`config.mk`:
```
export PLATFORM = sky130hd
export DESIGN_NAME = gd_update_scheduler
export DESIGN_NICKNAME = d
export VERILOG_FILES = /design/src/rtl/tpu_pkg.sv /design/src/rtl/gd_issue_pipe.sv /design/src/rtl/gd_update_scheduler.sv
export SDC_FILE = /design/constraint.sdc
export NUM_CORES = 1
export LEC_CHECK = 0
export CORE_MARGIN = 2
export CORE_UTILIZATION = 28
export CTS_CLUSTER_SIZE = 14
export DETAILED_ROUTE_END_ITERATION = 6
export GPL_TIMING_DRIVEN = 0
export HOLD_SLACK_MARGIN = 0.1
export PLACE_DENSITY = 0.75
export REMOVE_ABC_BUFFERS = 1
export SLEW_MARGIN = 20
export SYNTH_ARGS = -nofsm -noshare
export SYNTH_HDL_FRONTEND = slang
export SYNTH_SLANG_ARGS = --single-unit
```
`constraint.sdc`:
```
create_clock -name clk -period 1.71 [get_ports clk]
set_input_delay 0.342 -clock clk [delete_from_list [all_inputs] [get_ports clk]]
set_output_delay 0.342 -clock clk [all_outputs]
set_load 0.05 [all_outputs]
```
`src/rtl/tpu_pkg.sv`:
```
// Shared definitions for the training-side update blocks: controller states and Q8.8 format constants.
package tpu_pkg;

  localparam int DATA_W = 16;
  localparam int FRAC_W = 8;

  typedef enum logic [1:0] {
    IDLE  = 2'd0,
    RUN   = 2'd1,
    DRAIN = 2'd2,
    DONE  = 2'd3
  } state_t;

endpackage

```
`src/rtl/gd_issue_pipe.sv`:
```
// Two-stage valid/address delay line that tracks each in-flight read through the update unit.
module gd_issue_pipe #(
  parameter int ADDR_W = 6
) (
  input  logic              clk,
  input  logic              rst,
  input  logic              flush,
  input  logic              in_valid,
  input  logic [ADDR_W-1:0] in_addr,
  output logic              s1_valid,
  output logic              s2_valid,
  output logic [ADDR_W-1:0] s2_addr
);

  logic [ADDR_W-1:0] s1_addr;

  // Flush drops both stages at once, including a read issued in the flushing cycle.
  always_ff @(posedge clk or posedge rst) begin
    if (rst) begin
      s1_valid <= 1'b0;
      s1_addr  <= '0;
      s2_valid <= 1'b0;
      s2_addr  <= '0;
    end else if (flush) begin
      s1_valid <= 1'b0;
      s2_valid <= 1'b0;
    end else begin
      s1_valid <= in_valid;
      s1_addr  <= in_addr;
      s2_valid <= s1_valid;
      s2_addr  <= s1_addr;
    end
  end

endmodule

```
`src/rtl/gd_update_scheduler.sv`:
```
// Walks a contiguous parameter block: read value+gradient, hand both to the
// gradient-descent unit, and write the unit's result back to the same address.
module gd_update_scheduler #(
  parameter int DATA_W = 16,
  parameter int ADDR_W = 6
) (
  input  logic              clk,
  input  logic              rst,
  input  logic              start,
  input  logic              abort,
  input  logic [ADDR_W-1:0] num_values,
  input  logic [ADDR_W-1:0] base_addr,
  input  logic              is_bias,
  input  logic [DATA_W-1:0] lr_in,
  output logic              busy,
  output logic              done,
  output logic              rd_en,
  output logic [ADDR_W-1:0] rd_addr,
  input  logic [DATA_W-1:0] value_rdata,
  input  logic [DATA_W-1:0] grad_rdata,
  output logic              gd_valid,
  output logic [DATA_W-1:0] gd_lr,
  output logic [DATA_W-1:0] gd_value_old,
  output logic [DATA_W-1:0] gd_grad,
  output logic              gd_bias_or_weight,
  input  logic [DATA_W-1:0] gd_result,
  input  logic              gd_done,
  output logic              wr_en,
  output logic [ADDR_W-1:0] wr_addr,
  output logic [DATA_W-1:0] wr_data,
  output logic [1:0]        dbg_state
);

  import tpu_pkg::*;

  localparam logic [ADDR_W-1:0] ADDR_ONE = {{(ADDR_W-1){1'b0}}, 1'b1};

  state_t            state_q, state_d;
  logic [ADDR_W-1:0] num_q, cnt_q, addr_q;
  logic [DATA_W-1:0] lr_q;
  logic              bias_q, gap_q;
  logic              issue, accept, flush;
  logic              s1_valid, s2_valid;
  logic [ADDR_W-1:0] s2_addr;

  // Handshake: valid-only, fixed latency. rd_en -> memory data next cycle
  // (gd_valid); gd_valid -> gd_result/gd_done next cycle. No backpressure exists.
  always_comb begin
    state_d = state_q;
    issue   = 1'b0;
    accept  = 1'b0;
    case (state_q)
      IDLE: begin
        if (start && !abort) begin
          accept  = 1'b1;
          state_d = (num_values == '0) ? DONE : RUN;
        end
      end
      RUN: begin
        issue = !gap_q;
        if (issue && (cnt_q == num_q - ADDR_ONE)) state_d = DRAIN;
      end
      // Stage 2 empties one cycle after stage 1, so leave as soon as stage 1 is empty.
      DRAIN: begin
        if (!s1_valid) state_d = DONE;
      end
      DONE: state_d = IDLE;
      default: state_d = IDLE;
    endcase
    if (abort && (state_q != IDLE)) state_d = IDLE;
  end

  assign flush = abort && (state_q != IDLE);

  always_ff @(posedge clk or posedge rst) begin
    if (rst) begin
      state_q <= IDLE;
      num_q   <= '0;
      cnt_q   <= '0;
      addr_q  <= '0;
      lr_q    <= '0;
      bias_q  <= 1'b0;
      gap_q   <= 1'b0;
    end else begin
      state_q <= state_d;
      if (accept) begin
        num_q  <= num_values;
        cnt_q  <= '0;
        addr_q <= base_addr;
        lr_q   <= lr_in;
        bias_q <= is_bias;
        gap_q  <= 1'b0;
      end else if (issue) begin
        cnt_q  <= cnt_q + ADDR_ONE;
        addr_q <= addr_q + ADDR_ONE;
        // Weight jobs leave a dead cycle so the unit's done flag drops between updates.
        gap_q  <= !bias_q;
      end else begin
        gap_q  <= 1'b0;
      end
    end
  end

  gd_issue_pipe #(
    .ADDR_W(ADDR_W)
  ) u_pipe (
    .clk      (clk),
    .rst      (rst),
    .flush    (flush),
    .in_valid (issue),
    .in_addr  (addr_q),
    .s1_valid (s1_valid),
    .s2_valid (s2_valid),
    .s2_addr  (s2_addr)
  );

  assign busy              = (state_q != IDLE);
  assign done              = (state_q == DONE);
  assign dbg_state         = state_q;
  assign rd_en             = issue;
  assign rd_addr           = issue ? addr_q : '0;
  assign gd_valid          = s1_valid;
  assign gd_lr             = lr_q;
  assign gd_bias_or_weight = bias_q;
  assign gd_value_old      = s1_valid ? value_rdata : '0;
  assign gd_grad           = s1_valid ? grad_rdata : '0;
  // A stray gd_done with no matching stage-2 entry never reaches memory.
  assign wr_en             = s2_valid && gd_done;
  assign wr_addr           = wr_en ? s2_addr : '0;
  assign wr_data           = wr_en ? gd_result : '0;

endmodule

```
==> impl_metrics.json <==
{
  "boundaryPins": 166,
  "fin_tns_setup_ns": -2.15,
  "top_layer": "met4",
  "max_freq_ghz": 0.509,
  "die_w_microns": 103,
  "finClkSkew_ns": 0.0106,
  "wl_met2_microns": 4720,
  "critPathCaptureType": "register",
  "nFillCells": 904,
  "first_iter_violations": 72,
  "peakVddDrop_mv": 0.827,
  "relSlewSlack_pct": 66.5,
  "worstSkewPairLatency_ns": 0.31,
  "synth-seq-cells": 52,
  "synth-edff-count": 0,
  "yosysTopAreaCellShare_pct": 47.1,
  "routedLengthMet1_microns": 3300,
  "grt_pass1_vias": 2685,
  "drt_wl_total_microns": 8860,
  "slew_viol_final": 0,
  "clock-root-buffer": "clkbuf_8",
  "wl_met3_microns": 758,
  "synth_top_cell_by_area": "dfrtp_1",
  "power.density_nw_per_um2": 1880,
  "rsz0062_at_grt": "true",
  "dieArea_sq_um": 10700,
  "setup_violations": 12,
  "cp_max_fo": 2,
  "synthCells": 303,
  "tritoncts": "built",
  "multiInputGateArea_sq_um": 1490,
  "clock-sinks": 52,
  "regArea_sq_um": 1310,
  "grt_antenna_before_repair": 0,
  "grt.total_usage_pct": 15.3,
  "synth_xor_area_share_pct": 5.07,
  "place_congestion": 0.772,
  "p_total_mw": 9.21,
  "syn2layout_area_growth_pct": 76.9,
  "cellLeakagePower_nw": 2.46,
  "synth.distinct_cells": 32,
  "synth.area.mux_share_pct": 5.98,
  "synthTopCellsByArea": "dfrtp_1 (47%), nand2_1 (11%), and2_1 (9.3%)",
  "diodes": 0,
  "first_pass_iters": 4,
  "final_util_pct": 50.5,
  "required_ns": 1.94,
  "critPathLaunchType": "register",
  "ys_warn_count": 0,
  "critical_path_class": "reg2reg",
  "wl_per_cell_microns": 14.2,
  "antenna_left": 0,
  "initial_utilization_pct": 28.5,
  "viasPerCell": 4.52,
  "status": "finished, violations left",
  "violations": "negative setup slack",
  "cts_max_level": 2,
  "core_area_sq_um": 9680,
  "grt_max_degree": 25,
  "synth_area_sq_um": 2760,
  "synth-simple-area-share_pct": 31.1,
  "synth-compound-area-share_pct": 4.08,
  "layout.nets": 577,
  "clk_pin_slew_ns": 0.10,
  "drc_errors": 0,
  "drv_cap": 0,
  "overflow": 0,
  "die_h_microns": 103,
  "via_count": 2810,
  "synth_top_family_by_area": "simple AND/OR/NAND/NOR gates",
  "fin_crit_sh_pct": 115,
  "drive_gt1_share_pct": 30.3,
  "cp.arrival_ns": 2.19,
  "synth.avg_cell_area_sq_um": 9.11,
  "portBuffers": 165,
  "ys_seq_area_share_pct": 47.1,
  "synth_flop_cell": "dfrtp_1",
  "post-dp-hpwl_microns": 6280,
  "min_path_type": "in2async",
  "cts_buffer_depth": 2,
  "synthAdderAreaFrac_pct": 3.17,
  "fin_ws_ns": -0.255,
  "rrSetupSlack_ns": -0.25,
  "cts_made_buffers": 5,
  "worst_slew_pin_slew_ns": 0.505,
  "async_flop_share_pct": 100,
  "fin_cells": 622,
  "placement_rows": 36,
  "dp.cells": 587,
  "grt_pass1_wl_microns": 12800,
  "timing.final.crit_period_ns": 1.96,
  "finalHoldViolCount": 0
}
==> path summary, 6_finish.rpt <==
path	start	to	depth (start not counted)
hold / removal	rst	gd_lr[11]	2
max in group asynchronous	rst	u_pipe.s1_valid	4
hold reg to reg	gd_lr[4]	gd_lr[4]	2
setup reg to reg	dbg_state[1]	dbg_state[1]	8
min in group clk	gd_lr[4]	gd_lr[4]	2
setup / recovery	dbg_state[1]	dbg_state[1]	8
==> layout make-up <==
type | count | share of cell area (%)
sequential | 52 | 26.8
multi-input combinational | 228 | 30.5
inverter | 7 | 0.640
clock buffer | 5 | 1.41
tap | 133 | 3.41
clock inverter | 3 | 1.84
timing repair buffer | 194 | 35.4
==> cells in the mapped netlist (3+ instances only) <==
| cell type | number |
|---|---|
| nand2b_1 | 4 |
| and2_1 | 41 |
| and3_1 | 24 |
| nand2_1 | 78 |
| buf_2 | 4 |
| ha_1 | 7 |
| mux2i_1 | 3 |
| xor2_1 | 9 |
| o21ai_0 | 7 |
| nor3_1 | 4 |
| dfrtp_1 | 52 |
| nand3_1 | 3 |
| nor2_1 | 10 |
| inv_1 | 7 |
| xnor2_1 | 7 |
| mux2_2 | 12 |
| clkbuf_1 | 13 |
==> kinds of logic (layout without fill, tap and decap cells) <==
| kind of cell | Yosys count | after routing |
|---|---|---|
| XOR/XNOR | 16 | 16 |
| AND/OR/NAND/NOR | 173 | 174 |
| adder cells (fa/ha/maj) | 7 | 7 |
| buffers and inverters | 24 | 209 |
| flip-flops | 52 | 52 |
| multiplexers | 15 | 15 |
| AO/OA/AOI/OAI | 16 | 16 |
==> through the flow <==
step | setup slack, ns | hold WS, ns | cell area, sq um
global placement | -1.80 | 0.458 | 4510
detailed placement | -1.19 | 0.466 | 4600
finish | -0.255 | 0.333 | 4890
floorplan | -1.70 | 0.447 | 2690
CTS | -0.238 | 0.335 | 4750
global route | -0.310 | 0.337 | 4890
==> sequential cells by signal, indices dropped and copies added (netlist names) <==
register,count
cnt_q,6
u_pipe.s1_addr,6
gd_bias_or_weight,1
dbg_state,2
u_pipe.s1_valid,1
addr_q,6
u_pipe.s2_addr,6
gap_q,1
gd_lr,16
u_pipe.s2_valid,1
num_q,6
==> cells in the final DEF (no fill, tap or decap), types with 12 or more instances in the layout <==
cell type	netlist	routed
buf_2	4	45
and3_1	24	23
and2_1	41	35
dfrtp_1	52	49
dlygate4sd2_1	0	18
clkdlybuf4s50_1	0	80
mux2_2	12	12
buf_4	0	21
nand2_1	78	77
==> where the power goes <==
part           total (mW)  switching, mW  internal (mW)  leakage, nW
Clock                1.15          0.417          0.732       0.0784
Sequential           2.29          0.467           1.83        0.643
Combinational        5.76           3.49           2.28         1.74
==> layer usage <==
metal,track usage (%),vias to the layer above
li1,-,1350
met1,16.6,1335
met2,29.9,115
met3,3.70,10
met4,3.14,0
met5,0,-
==> critical path, stage by stage, from the launching register on <==
cell and delay, ns:
dfrtp_1 0.41, buf_4 0.15, buf_6 0.10, buf_4 0.13
ha_2 0.16, nor2b_4 0.12, a22o_1 0.22, a311oi_2 0.34
mux2i_1 0.25
==> what timing repair did <==
item,4_1_cts,5_1_grt
buffers inserted,22,6
cloned,1,0
endpoints found under the setup margin,136,51
gates resized for setup,400,32
pin swaps,6,7
endpoints found under the hold margin,0,0
hold buffers,0,0
(Power assumes the default switching activity.)
